--- src/rtl/writeback_regfile_if.sv ---
// MEM/WB-to-regfile bus: write-back controls and data in, decode read ports and
// commit status out.
interface writeback_regfile_if #(
  parameter int unsigned DATA_W = 32,
  parameter int unsigned ADDR_W = 5
);
  logic              mem_to_reg;
  logic              reg_write;
  logic [DATA_W-1:0] alu_result;
  logic [DATA_W-1:0] mem_data;
  logic [ADDR_W-1:0] write_reg;
  logic [ADDR_W-1:0] rs_addr;
  logic [ADDR_W-1:0] rt_addr;
  logic [DATA_W-1:0] rs_data;
  logic [DATA_W-1:0] rt_data;
  logic [DATA_W-1:0] wb_data;
  logic              wb_valid;
  logic [31:0]       commit_count;

  modport master (
    output mem_to_reg, reg_write, alu_result, mem_data, write_reg, rs_addr, rt_addr,
    input  rs_data, rt_data, wb_data, wb_valid, commit_count
  );

  modport slave (
    input  mem_to_reg, reg_write, alu_result, mem_data, write_reg, rs_addr, rt_addr,
    output rs_data, rt_data, wb_data, wb_valid, commit_count
  );
endinterface

--- src/rtl/writeback_regfile.sv ---
// Write-back select plus 2**ADDR_W x DATA_W register file with two bypassed read ports.
// Register 0 reads as zero and is never written.
module writeback_regfile #(
  parameter int unsigned DATA_W = 32,
  parameter int unsigned ADDR_W = 5
) (
  input logic                clk,
  input logic                rst_n,
  writeback_regfile_if.slave bus
);
  localparam int unsigned NumRegs = 2 ** ADDR_W;

  logic [DATA_W-1:0] regs_q [NumRegs];
  logic [31:0]       commit_q;
  logic [DATA_W-1:0] wb_data;
  logic              wb_valid;
  logic [DATA_W-1:0] rs_data;
  logic [DATA_W-1:0] rt_data;

  always_comb begin
    wb_data  = bus.mem_to_reg ? bus.mem_data : bus.alu_result;
    wb_valid = bus.reg_write && (bus.write_reg != '0);
  end

  // Reset also masks the bypass so ID sees all zeros while rst_n is low.
  always_comb begin
    rs_data = '0;
    if (rst_n && (bus.rs_addr != '0)) begin
      if (wb_valid && (bus.rs_addr == bus.write_reg)) begin
        rs_data = wb_data;
      end else begin
        rs_data = regs_q[bus.rs_addr];
      end
    end
  end

  always_comb begin
    rt_data = '0;
    if (rst_n && (bus.rt_addr != '0)) begin
      if (wb_valid && (bus.rt_addr == bus.write_reg)) begin
        rt_data = wb_data;
      end else begin
        rt_data = regs_q[bus.rt_addr];
      end
    end
  end

  always_ff @(posedge clk or negedge rst_n) begin
    if (!rst_n) begin
      for (int i = 0; i < int'(NumRegs); i++) begin
        regs_q[i] <= '0;
      end
      commit_q <= '0;
    end else if (wb_valid) begin
      regs_q[bus.write_reg] <= wb_data;
      commit_q              <= commit_q + 32'd1;
    end
  end

  assign bus.wb_data      = wb_data;
  assign bus.wb_valid     = wb_valid;
  assign bus.rs_data      = rs_data;
  assign bus.rt_data      = rt_data;
  assign bus.commit_count = commit_q;
endmodule

--- src/flat_wrapper.sv ---
// flat-port wrapper written by rule: the top's interface ports become plain ports
module writeback_regfile_flat 
#(
  parameter int unsigned DATA_W = 32,
  parameter int unsigned ADDR_W = 5
)
  (clk, rst_n, bus_mem_to_reg, bus_reg_write, bus_alu_result, bus_mem_data, bus_write_reg, bus_rs_addr, bus_rt_addr, bus_rs_data, bus_rt_data, bus_wb_data, bus_wb_valid, bus_commit_count);
  writeback_regfile_if #(.DATA_W(DATA_W), .ADDR_W(ADDR_W)) bus_i ();
  input logic clk;
  input logic rst_n;
  input wire logic [$bits(bus_i.mem_to_reg)-1:0] bus_mem_to_reg;
  input wire logic [$bits(bus_i.reg_write)-1:0] bus_reg_write;
  input wire logic [$bits(bus_i.alu_result)-1:0] bus_alu_result;
  input wire logic [$bits(bus_i.mem_data)-1:0] bus_mem_data;
  input wire logic [$bits(bus_i.write_reg)-1:0] bus_write_reg;
  input wire logic [$bits(bus_i.rs_addr)-1:0] bus_rs_addr;
  input wire logic [$bits(bus_i.rt_addr)-1:0] bus_rt_addr;
  output wire logic [$bits(bus_i.rs_data)-1:0] bus_rs_data;
  output wire logic [$bits(bus_i.rt_data)-1:0] bus_rt_data;
  output wire logic [$bits(bus_i.wb_data)-1:0] bus_wb_data;
  output wire logic [$bits(bus_i.wb_valid)-1:0] bus_wb_valid;
  output wire logic [$bits(bus_i.commit_count)-1:0] bus_commit_count;
  assign bus_i.mem_to_reg = bus_mem_to_reg;
  assign bus_i.reg_write = bus_reg_write;
  assign bus_i.alu_result = bus_alu_result;
  assign bus_i.mem_data = bus_mem_data;
  assign bus_i.write_reg = bus_write_reg;
  assign bus_i.rs_addr = bus_rs_addr;
  assign bus_i.rt_addr = bus_rt_addr;
  assign bus_rs_data = bus_i.rs_data;
  assign bus_rt_data = bus_i.rt_data;
  assign bus_wb_data = bus_i.wb_data;
  assign bus_wb_valid = bus_i.wb_valid;
  assign bus_commit_count = bus_i.commit_count;
  writeback_regfile #(.DATA_W(DATA_W), .ADDR_W(ADDR_W)) u_core (.clk(clk), .rst_n(rst_n), .bus(bus_i));
endmodule
--- config.mk ---
export PLATFORM = sky130hd
export DESIGN_NAME = writeback_regfile_flat
export DESIGN_NICKNAME = d
export VERILOG_FILES = /design/src/rtl/writeback_regfile_if.sv /design/src/rtl/writeback_regfile.sv /design/src/flat_wrapper.sv
export SDC_FILE = /design/constraint.sdc
export NUM_CORES = 2
export LEC_CHECK = 0
export BUFFER_PORTS_ARGS = -buffer_cell sky130_fd_sc_hd__buf_4
export CELL_PAD_IN_SITES_DETAIL_PLACEMENT = 1
export CELL_PAD_IN_SITES_GLOBAL_PLACEMENT = 2
export CORE_UTILIZATION = 43
export CTS_CLUSTER_SIZE = 28
export DETAILED_ROUTE_END_ITERATION = 6
export PLACE_DENSITY_LB_ADDON = 0.12
export SLEW_MARGIN = 15
export SYNTH_ARGS = -nofsm -noshare
export SYNTH_HDL_FRONTEND = slang
export SYNTH_SLANG_ARGS = --single-unit
--- constraint.sdc ---
create_clock -name clk -period 3 [get_ports clk]
set_input_delay 0.3 -clock clk [delete_from_list [all_inputs] [get_ports clk]]
set_output_delay 0.3 -clock clk [all_outputs]
set_load 0.01 [all_outputs]
=== Word level (Yosys, flattened, before mapping) ===
Cells that the tools add are included.

* Bits of input ports: 83
* Output and inout bits: 129
* Word-level logic and storage cells: 66
* Register bits after elaboration: 1056

* $add $sub $neg: 1
* Bitwise logic cells: 3
* Muxes and demuxes: 14
* Reduce and logical (&&, ||, !) cells: 9
* Equality and inequality tests: 2
* Magnitude comparators: 4

{| class="wikitable"
|+ Operators by type and width
! operator !! count
|-
| $bwmux 1024 || 1
|-
| $bmux 32 s5 || 2
|-
| $mux 32 || 10
|-
| $demux 32 s5 || 1
|-
| $add 32x1->32 const B || 1
|-
| $ge 6x6->1 const B || 3
|-
| $not 5->6 || 3
|-
| $reduce_bool 5->1 || 3
|-
| $eq 5x5->1 || 2
|-
| $logic_and 1x1->1 || 6
|-
| $lt 6x1->1 const B || 1
|}

=== Longest topological paths before layout ===
* Word-level depth: 6
* Mapped depth: 9
* Depth with buffers taken out: 6

=== Worst setup path after synthesis ===
OpenSTA, ideal clock, no wires.

* Path type: input-to-output
* Start point: input bus_rs_addr[0]
* End point: output bus_rs_data[2]
* Data arrival time: 2.019 ns
* Data required time: 2.700 ns
* Path buffers: 4
* Stages: 9
* Path slack: 0.681 ns
* Cell sequence: buf_2 -> buf_6 -> buf_4 -> buf_2 -> mux4_2 -> mux2i_1 -> nand2_1 -> o211ai_1 -> o211ai_1

* Cells in the longest elaborated chain, start to end: 6
* Elaborated cells between the ends (all ways): 10
* Classes of those cells: 1 x eq/ne; 5 x mux; 1 x bitwise; 3 x reduce/logical

{| class="wikitable"
|+ RTL lines
! what !! line !! RTL
|-
| from (decl) || flat_wrapper.sv:16 || <nowiki>input wire logic [$bits(bus_i.rs_addr)-1:0] bus_rs_addr;</nowiki>
|-
| $not 5->6 (implied by the code) || writeback_regfile.sv:32 || <nowiki>rs_data = regs_q[bus.rs_addr];</nowiki>
|-
| $bmux 32 s5 || writeback_regfile.sv:32 ||
|-
| $mux 32 (implied by the code) (2 in series) || writeback_regfile.sv:32 ||
|-
| $mux 32 || writeback_regfile.sv:29 || <nowiki>if (wb_valid && (bus.rs_addr == bus.write_reg)) begin</nowiki>
|-
| $mux 32 * || writeback_regfile.sv:28 || <nowiki>if (rst_n && (bus.rs_addr != '0)) begin</nowiki>
|-
| to (decl) || flat_wrapper.sv:18 || <nowiki>output wire logic [$bits(bus_i.rs_data)-1:0] bus_rs_data;</nowiki>
|}

Mark *: on every way between the ends. The rest lies on a longest branch, timed or not. The select of a mux whose other input is x is not followed.

=== Worst setup path after layout ===
* Start point: register u_core.regs_q[625] (netlist bit)
* End point: output bus_rs_data[17]

* Cells in the longest elaborated chain, start to end: 5

{| class="wikitable"
|+ RTL lines
! what !! line !! RTL
|-
| from (decl) || writeback_regfile.sv:13 || <nowiki>logic [DATA_W-1:0] regs_q [NumRegs];</nowiki>
|-
| from (signal, indexed assignment) || writeback_regfile.sv:55 || <nowiki>regs_q[bus.write_reg] <= wb_data;</nowiki>
|-
| $bmux 32 s5 || writeback_regfile.sv:32 ||
|-
| $mux 32 (implied by the code) (2 in series) || writeback_regfile.sv:32 ||
|-
| $mux 32 || writeback_regfile.sv:29 ||
|-
| $mux 32 || writeback_regfile.sv:28 ||
|}

No other way between the ends. The select of a mux whose other input is x is not followed.

==> summary.txt <==
Most common cell after layout, fill and taps aside: dfrtp_1
Final worst slack: -121 ps
WP data arrival: 2820 ps
Vias in the first global route: 42.9k
Die X: 358 um
Share of cells above drive strength 1: 28.0%
Failing checks: setup timing
Total Wirelength: 205,000 um
Initial antenna violation count: 1
Critical path class: flop to output port
DR DRC count: 0
Final #Nets: 5,015
Worst Path Max Fanout: 2
Mean routed wirelength per cell: 30.7 um
Clock skew: 6.98 ps
Slew Limit Fails: 0
Initial Utilization: 43.3%
Cell Area, Synth: 54,400 um^2
Initial DRC Count: 3,345
Pwr Density: 721 nW/um^2
Most frequent cells in the layout: dfrtp_1 (1,056), nor2_1 (628), a21oi_1 (612)
Placed cell count: 6,414
CTS Buffer Depth: 3
Final hold vios: 0
Relative slew slack: 33.3%
Syn_nets: 4,878
F_max: 0.320 GHz
I/O Buffers: 211
Warnings from Yosys: 0
Mean Syn Cell Area: 11.3 um^2
1st-pass router iterations: 5
Layout area overhead: 18.4%
Worst slew pin tran: 993 ps
RSZ-0062 raised after global routing: true
GP Congestion: 0.842
Post-synth EDFFs: 0
Max VDD drop: 0.000477 V
Post-Synthesis Cells: 4,794
Most common cell on crit path: mux4_2
Worst-path clk slew: 60 ps
Crit-path cells: mux4_2 -> mux4_2 -> nand2_2 -> o211ai_1 -> buf_4
Fin cells: 6,683
Core Rows: 130
Die area: 128,000 um^2
Via count: 41.6k
Max Cap Violations: 0
Core ar.: 126,000 um^2
Total track usage: 32.4%
LEAKAGE: 27.4 nW
Final setup violation count: 5
ANT cells: 0
Number of clock sinks: 1,056
IO Count: 212
Overflow after GRT: 0
CTS tree: built
First-pass GRT wire length: 301,000 um
Prevailing post-synth register cell: dfrtp_1
Slowest cell on crit path: mux4_2
Detailed placement HPWL: 128,000 um
Post-synth cell types: 54
Nature of the critical path startpoint: flop
Final core utilization: 51.3%
#FFs+latches synth: 1,056
Final Critical Period: 3120 ps
Post-synth ARST share: 100%
Die Span Y: 358 um
Hold crit path type: primary input to flop
H-tree levels: 3
Total CTS buffers: 119
Root Driver: clkbuf_16
Sequential share of the synthesized area: 48.6%
Critical Path RT: 2700 ps
Crit path capture type: output port
Fin crit share: 104%
Peak per-stage delay on the critical path: 480 ps
Outcome: finished, violations left
Detail Route Antenna Nets: 0
Largest net degree at the start of global routing: 164
Via/cell ratio: 6.22
Clk_lat worst skew: 730 ps
final timing paths:
path | cells after the start | slack, ps | endpoint | start
worst min-delay path | 3 | 20 | u_core.regs_q[357] | bus_alu_result[5]
worst min register to register | 0 | 400 | u_core.regs_q[1007] | u_core.regs_q[1007]
min in group asynchronous | 2 | 210 | u_core.bus.commit_count[31] | rst_n
worst max-delay path | 5 | -120 | bus_rs_data[17] | u_core.regs_q[625]
max in group asynchronous | 4 | 770 | u_core.regs_q[536] | rst_n
worst max register to register | 5 | 1170 | u_core.bus.commit_count[29] | u_core.bus.commit_count[3]
cell families after synthesis:
| group | after synthesis | share of synthesized area [%] |
|---|---|---|
| AO/OA/AOI/OAI | 1232 | 12.4 |
| XOR/XNOR | 41 | 0.660 |
| adder cells (fa/ha/maj) | 1 | 0.0230 |
| buffers and inverters | 555 | 4.51 |
| flip-flops | 1056 | 48.6 |
| multiplexers | 668 | 24.7 |
| AND/OR/NAND/NOR | 1241 | 9.17 |
final cells by class:
cell class                 count  area, um^2
multi-input combinational   3183       26100
sequential                  1056       26400
inverter                      39         146
clock buffer                 163        3470
tap                         1650        2060
timing repair buffer         532        5210
clock inverter                60         937
fill                       12900       61200
metal layers:
| layer | wire [um] | track usage, % |
|---|---|---|
| met1 | 90100 | 46.5 |
| met2 | 95000 | 50.5 |
| met3 | 12500 | 4.96 |
| met4 | 7260 | 11.5 |
| met5 | 0 | 0 |
state kept, by name, indices dropped and copies added, names as in the netlist:
register and cells:
u_core.regs_q 1024, u_core.bus.commit_count 32
worst max-delay path, delay by kind of cell, from the launching register on:
family / cells / cell delay, ps
simple gates: 1 / 80
buf+inv: 1 / 300
flops: 1 / 390
mux: 2 / 960
compound gates: 1 / 340
Yosys cell counts (5+ instances only):
cell / instances / area, um^2
xor2_1: 17 / 149
nor3_1: 10 / 50.1
dfrtp_1: 1056 / 26400
or4_1: 19 / 143
mux4_2: 535 / 12000
a21oi_1: 613 / 3070
xnor2_1: 24 / 210
o21ai_1: 30 / 150
nor2_1: 641 / 2410
a32o_1: 10 / 100
buf_1: 20 / 75.1
clkbuf_1: 332 / 1250
and3_1: 6 / 37.5
nand2_1: 503 / 1890
inv_1: 37 / 139
buf_2: 122 / 611
o22ai_1: 104 / 651
o21ai_0: 369 / 1850
a31oi_1: 9 / 56.3
nand2b_1: 5 / 31.3
o211ai_2: 7 / 87.6
o221ai_1: 10 / 87.6
nand4_1: 9 / 56.3
mux2i_1: 88 / 881
buf_4: 26 / 195
buf_6: 16 / 180
nand3_1: 16 / 80.1
mux2_2: 45 / 507
o211ai_1: 66 / 495
repair_timing:
item	CTS	global route
buffers inserted	26	10
setup endpoints to repair	7	16
hold endpoints to repair	242	0
pin swaps	9	5
resized for setup	3	9
hold buffers	10	0
per-stage QoR:
step	hold WS (ps)	TNS [ps]	setup slack (ps)	power, W	instance area (um^2)
2_1_floorplan	4.41	0	681	0.0261	54400
3_3_place_gp	119	-18.1	-11.1	0.0294	59600
3_5_place_dp	118	-4.43	-4.43	0.0299	59600
4_1_cts	1.58	-315	-118	0.0466	64300
5_1_grt	40.7	-504	-158	0.0485	64400
6_report	20.1	-215	-121	0.0464	64400
power breakdown:
part | switching (W) | internal (W)
Sequential | 0.00245 | 0.0173
Clock | 0.00631 | 0.0101
Combinational | 0.00481 | 0.00544
Total | 0.0136 | 0.0329
Note: power is estimated with default switching activity, not from simulation.
